$ cat src/rtl/game_timer_pkg.sv
// ============================================================================
// Module      : game_timer_pkg
// Description : Shared types, constants and BCD helper for the match timer.
// Revision    : 1.0 - initial release
// ============================================================================
`default_nettype none

package game_timer_pkg;

    typedef enum logic [1:0] {
        ST_IDLE  = 2'd0,
        ST_RUN   = 2'd1,
        ST_PAUSE = 2'd2,
        ST_DONE  = 2'd3
    } state_e;

    localparam int DIGIT_W          = 4;
    localparam int DEFAULT_TICK_DIV = 50_000_000;

    typedef struct packed {
        logic [DIGIT_W-1:0] min;
        logic [DIGIT_W-1:0] sec1;
        logic [DIGIT_W-1:0] sec2;
    } bcd_time_t;

    // Digit-wise borrow chain; callers never pass 0:00.
    function automatic bcd_time_t bcd_decrement(input bcd_time_t t);
        bcd_time_t r;
        r = t;
        if (t.sec2 != '0) begin
            r.sec2 = t.sec2 - 1'b1;
        end else begin
            r.sec2 = DIGIT_W'(9);
            if (t.sec1 != '0) begin
                r.sec1 = t.sec1 - 1'b1;
            end else begin
                r.sec1 = DIGIT_W'(5);
                r.min  = t.min - 1'b1;
            end
        end
        return r;
    endfunction

endpackage

`default_nettype wire

$ cat src/rtl/game_timer_tick_prescaler.sv
// ============================================================================
// Module      : tick_prescaler
// Description : Free-running divider producing a one-cycle tick every TICK_DIV enabled cycles.
// Revision    : 1.0 - initial release
// ============================================================================
`default_nettype none

module tick_prescaler
    import game_timer_pkg::*;
#(
    parameter int TICK_DIV = DEFAULT_TICK_DIV
) (
    input  logic clk,
    input  logic rst,
    input  logic en,
    input  logic clr,
    output logic tick
);

    localparam int                CNT_W   = $clog2(TICK_DIV);
    localparam logic [CNT_W-1:0] CNT_MAX = CNT_W'(TICK_DIV - 1);

    logic [CNT_W-1:0] cnt_q;
    logic [CNT_W-1:0] cnt_d;
    logic             at_max;

    assign at_max = (cnt_q == CNT_MAX);
    assign tick   = en && at_max;

    always_comb begin
        cnt_d = cnt_q;
        if (clr) begin
            cnt_d = '0;
        end else if (en) begin
            cnt_d = at_max ? '0 : cnt_q + 1'b1;
        end
    end

    always_ff @(posedge clk or negedge rst) begin
        if (!rst) begin
            cnt_q <= '0;
        end else begin
            cnt_q <= cnt_d;
        end
    end

endmodule

`default_nettype wire

$ cat src/rtl/game_timer.sv
// ============================================================================
// Module      : game_timer
// Description : Match countdown timer with BCD digit outputs and end-of-match flag.
// Revision    : 1.0 - initial release
// ============================================================================
`default_nettype none

module game_timer
    import game_timer_pkg::*;
#(
    parameter int TICK_DIV  = DEFAULT_TICK_DIV,
    parameter int START_MIN = 3,
    parameter int START_SEC = 0
) (
    input  logic               clk,
    input  logic               rst,
    input  logic               start,
    input  logic               pause,
    input  logic               clear,
    output logic [DIGIT_W-1:0] min,
    output logic [DIGIT_W-1:0] sec1,
    output logic [DIGIT_W-1:0] sec2,
    output logic               running,
    output logic               done,
    output logic               time_up
);

    localparam bcd_time_t START_TIME = '{
        min:  DIGIT_W'(START_MIN),
        sec1: DIGIT_W'(START_SEC / 10),
        sec2: DIGIT_W'(START_SEC % 10)
    };
    localparam bcd_time_t TIME_ONE = '{min: '0, sec1: '0, sec2: DIGIT_W'(1)};
    localparam bit START_IS_ZERO = (START_MIN == 0) && (START_SEC == 0);

    state_e    state_q, state_d;
    bcd_time_t time_q, time_d;
    logic      time_up_q, time_up_d;
    logic      tick;

    tick_prescaler #(
        .TICK_DIV (TICK_DIV)
    ) u_prescaler (
        .clk  (clk),
        .rst  (rst),
        .en   (state_q == ST_RUN),
        .clr  (clear),
        .tick (tick)
    );

    always_comb begin
        state_d   = state_q;
        time_d    = time_q;
        time_up_d = 1'b0;
        if (clear) begin
            state_d = ST_IDLE;
            time_d  = START_TIME;
        end else begin
            case (state_q)
                ST_IDLE: begin
                    if (start) begin
                        if (START_IS_ZERO) begin
                            state_d   = ST_DONE;
                            time_up_d = 1'b1;
                        end else begin
                            state_d = ST_RUN;
                        end
                    end
                end
                ST_RUN: begin
                    if (tick) begin
                        time_d = bcd_decrement(time_q);
                        // Reaching 0:00 wins over a coincident pause.
                        if (time_q == TIME_ONE) begin
                            state_d   = ST_DONE;
                            time_up_d = 1'b1;
                        end else if (pause) begin
                            state_d = ST_PAUSE;
                        end
                    end else if (pause) begin
                        state_d = ST_PAUSE;
                    end
                end
                ST_PAUSE: begin
                    if (pause) begin
                        state_d = ST_RUN;
                    end
                end
                ST_DONE: begin
                    state_d = ST_DONE;
                end
                default: begin
                    state_d = ST_IDLE;
                end
            endcase
        end
    end

    always_ff @(posedge clk or negedge rst) begin
        if (!rst) begin
            state_q   <= ST_IDLE;
            time_q    <= START_TIME;
            time_up_q <= 1'b0;
        end else begin
            state_q   <= state_d;
            time_q    <= time_d;
            time_up_q <= time_up_d;
        end
    end

    assign min     = time_q.min;
    assign sec1    = time_q.sec1;
    assign sec2    = time_q.sec2;
    assign running = (state_q == ST_RUN);
    assign done    = (state_q == ST_DONE);
    assign time_up = time_up_q;

endmodule

`default_nettype wire

$ cat config.mk
export PLATFORM = sky130hd
export DESIGN_NAME = game_timer
export DESIGN_NICKNAME = d
export VERILOG_FILES = /design/src/rtl/game_timer_pkg.sv /design/src/rtl/game_timer_tick_prescaler.sv /design/src/rtl/game_timer.sv
export SDC_FILE = /design/constraint.sdc
export NUM_CORES = 1
export LEC_CHECK = 0
export BUFFER_PORTS_ARGS = -buffer_cell sky130_fd_sc_hd__buf_4
export CORE_ASPECT_RATIO = 0.75
export CORE_MARGIN = 2
export CORE_UTILIZATION = 50
export CTS_CLUSTER_SIZE = 40
export DETAILED_ROUTE_END_ITERATION = 7
export PLACE_DENSITY = 0.69
export SYNTH_ARGS = -nofsm -noshare
export SYNTH_HDL_FRONTEND = slang
export SYNTH_HIERARCHICAL = 1
export SYNTH_SLANG_ARGS = --single-unit
$ cat constraint.sdc
create_clock -name clk -period 3.5 [get_ports clk]
set_input_delay 0.7 -clock clk [delete_from_list [all_inputs] [get_ports clk]]
set_output_delay 0.7 -clock clk [all_outputs]
set_load 0.02 [all_outputs]
==> impl_metrics.py <==
metrics = {
    "sta": {
        "hold_viol_final": 0,
        "maxSlewHeadroom_pct": 29.7,
        "report.final.setup_viol": 0,
        "tightestPinTransition_ns": 1.05,
        "fin_crit_ns": 2.59,
        "finalCritPeriodShare_pct": 73.9,
        "rsz0062_at_grt": "no",
        "drv_slew": 0,
        "whs_ns": 0.370,
        "fin_tns_setup_ns": 0,
        "fin_skew_ns": 0.00908,
        "fmax_ghz": 0.387,
    },
    "logic_synthesis": {
        "synth.most_common_cell": "dfrtp_1",
        "synth_top_family_by_area": "simple AND/OR/NAND/NOR gates",
        "ys_ff_latch": 41,
        "yosys_warnings": 6,
        "synthAdderAreaFrac_pct": 2.57,
        "synth-xor-area-share_pct": 2.88,
        "netlist_area_um2": 2440,
        "yosysSeqAreaShare_pct": 42.2,
        "synthesis.nets": 274,
        "synthTopCellsByArea": "dfrtp_1 (40%), a21oi_1 (4.3%), nand4_1 (3.6%), nand3_1 (3.1%), or4_1 (3.1%)",
        "synth_compound_area_share_pct": 13.7,
        "synth_cell_types": 47,
        "synth_top_area_share_pct": 40.1,
        "synth_area_leader_cell": "dfrtp_1",
        "synth_edf_count": 0,
        "synth_flop_cell": "dfrtp_1",
        "syn-instance-count": 264,
        "async_flop_share_pct": 100,
        "yosys.area_share.simple_pct": 32.1,
        "ys_top_cells_by_count": "dfrtp_1 (39), a21oi_1 (21), nand2_1 (16), nor2_1 (16), nand3_1 (15)",
        "muxShareOfSynthArea_pct": 1.85,
        "syn_area_per_cell_um2": 9.23,
    },
    "drt": {
        "drt-vias-per-instance": 6.27,
        "drt_wl_total_um": 5560,
        "drc": 0,
        "wl_per_cell_um": 16.4,
        "vias": 2126,
        "ant_nets": 0,
        "first_pass_iters": 4,
        "drt_iter0_markers": 166,
    },
    "power": {
        "power.total_mw": 0.832,
        "clkPwrFrac_pct": 36.2,
        "pwr-share-comb_pct": 5.5,
        "seqPwrFrac_pct": 58.3,
        "p_per_area_nw_per_um2": 311,
        "vdd_ir_drop_max_mv": 0.237,
        "internal-power_mw": 0.633,
        "switching_share_pct": 23.9,
        "p_sw_mw": 0.199,
        "p_leak_nw": 1.10,
    },
    "worst_setup_path": {
        "crit_fanout": 10,
        "r2r_setup_slack_ns": 0.91,
        "required_ns": 3.71,
        "endpoint_kind": "register",
        "critPathArrivalTime_ns": 2.80,
        "worst-setup-path-type": "reg -> reg",
        "start_kind": "register",
    },
    "clock_network": {
        "cts-resized-gates": 0,
        "cts_root_buf": "clkbuf_8",
        "postCtsSetupBuffers": 0,
        "cts_max_level": 2,
        "clk_path_buf_depth": 2,
        "cts_tree": "built",
        "insertion_delay_ns": 0.29,
        "clk_pin_slew_ns": 0.08,
        "numCtsBuffers": 5,
        "cts.sinks": 41,
        "cts_hold_buf": 0,
    },
    "floorplan": {
        "die_x_um": 84.6,
        "rows": 21,
        "start_util_pct": 53.3,
        "die_area_um2": 5450,
        "core_area_um2": 4570,
        "ios": 20,
        "die_height_um": 64.5,
    },
    "layout": {
        "final_cell_area_um2": 2670,
        "area_delta_synth_final_pct": 9.66,
        "regArea_um2": 1030,
        "stdcell_count": 339,
        "multi_input_area_um2": 1290,
        "fillers": 423,
        "nNetsFinal": 291,
        "num_antenna_cells": 0,
        "drive_gt1_share_pct": 14.2,
    },
    "outcome": {
        "status": "completed",
    },
    "run": {
        "maxCapViolCount": 0,
    },
    "min_path": {
        "hold_class": "in -> async",
    },
    "placement": {
        "placed_cell_area_um2": 2590,
        "globalplace.congestion": 0.852,
        "io_buffers": 19,
        "dp.cells": 331,
        "hpwl_um": 3790,
    },
    "grt": {
        "grt_use_total_pct": 21.6,
        "overflow": 0,
        "grt_pass1_vias": 1908,
        "antenna_found_initial": 0,
        "grt_max_degree": 42,
        "grt_pass1_wl_um": 9490,
    },
}
-- final timing paths --
check / startpoint / to / depth (start not counted)
min reg2reg: u_prescaler/cnt_q[25] / u_prescaler/cnt_q[25] / 2
min: rst / sec2[1] / 1
max reg2reg: u_prescaler/cnt_q[0] / sec1[1] / 6
max in group asynchronous: rst / min[0] / 1
min in group clk: u_prescaler/cnt_q[25] / u_prescaler/cnt_q[25] / 2
max: u_prescaler/cnt_q[0] / sec1[1] / 6
-- per-layer routing --
metal  GRT usage [%]  vias up  routed length (µm)  share of wire [%]
met5               0        -                   0                  0
met2            30.7       69                2300                 41
met3            4.20        2                 374                6.7
met1            33.5     1024                2870                 52
li1                -     1031                   -                  -
met4            5.36        0                  21               0.38
-- kinds of logic after synthesis --
| group | Yosys count |
|---|---|
| fa+ha+maj | 5 |
| flops | 41 |
| simple gates | 130 |
| buf+inv | 23 |
| xor+xnor | 8 |
| mux | 4 |
| compound gates | 53 |
-- final cells by class --
type / instances / share of cell area, %
inverters: 13 / 1.83
clock buffers: 8 / 3.00
multi-input cells: 200 / 48.4
repair buffers: 20 / 5.62
flip-flops and latches: 41 / 38.5
well taps: 57 / 2.67
-- stage by stage --
stage | setup slack, ns | util, %
2_1_floorplan | 0.797 | -
3_3_place_gp | 1.06 | 56.7
3_5_place_dp | 0.998 | 56.7
4_1_cts | 0.981 | 58.4
5_1_grt | 0.800 | 58.4
6_report | 0.915 | 58.4
-- power groups by stage --
stage | logic, mW | registers [mW] | clock network, mW
6_report | 0.0459 | 0.485 | 0.301
4_1_cts | 0.0465 | 0.484 | 0.309
3_3_place_gp | 0.0462 | 0.494 | 0
2_1_floorplan | 0.0249 | 0.492 | 0
5_1_grt | 0.0516 | 0.485 | 0.334
3_5_place_dp | 0.0462 | 0.494 | 0
-- sequential cells by signal (all words and copies together) (netlist names) --
| name | count |
|---|---|
| min | 4 |
| sec1 | 4 |
| sec2 | 4 |
| state_q | 2 |
| time_up | 1 |
| u_prescaler/cnt_q | 26 |
-- cells in the final DEF (no fill, tap or decap), types with 6 or more instances in the layout --
| cell | n |
|---|---|
| nor4_1 | 9 |
| o31ai_1 | 9 |
| xor2_1 | 6 |
| nor3_1 | 7 |
| a21oi_1 | 21 |
| or4_1 | 10 |
| nor2b_1 | 6 |
| nand2_1 | 16 |
| and3_1 | 7 |
| or3_1 | 10 |
| nand3_1 | 15 |
| nor2_1 | 16 |
| buf_4 | 20 |
| nand4_1 | 14 |
| dfrtp_1 | 39 |
| o21ai_0 | 8 |
| inv_1 | 13 |
-- critical path: stages (launching register included) --
cell,delay [ns]
dfrtp_1,0.47
ha_1,0.33
nand2_1,0.13
nor4_1,0.55
nand3b_2,0.33
or4_1,0.54
a21oi_1,0.16
(Power assumes the default switching activity.)
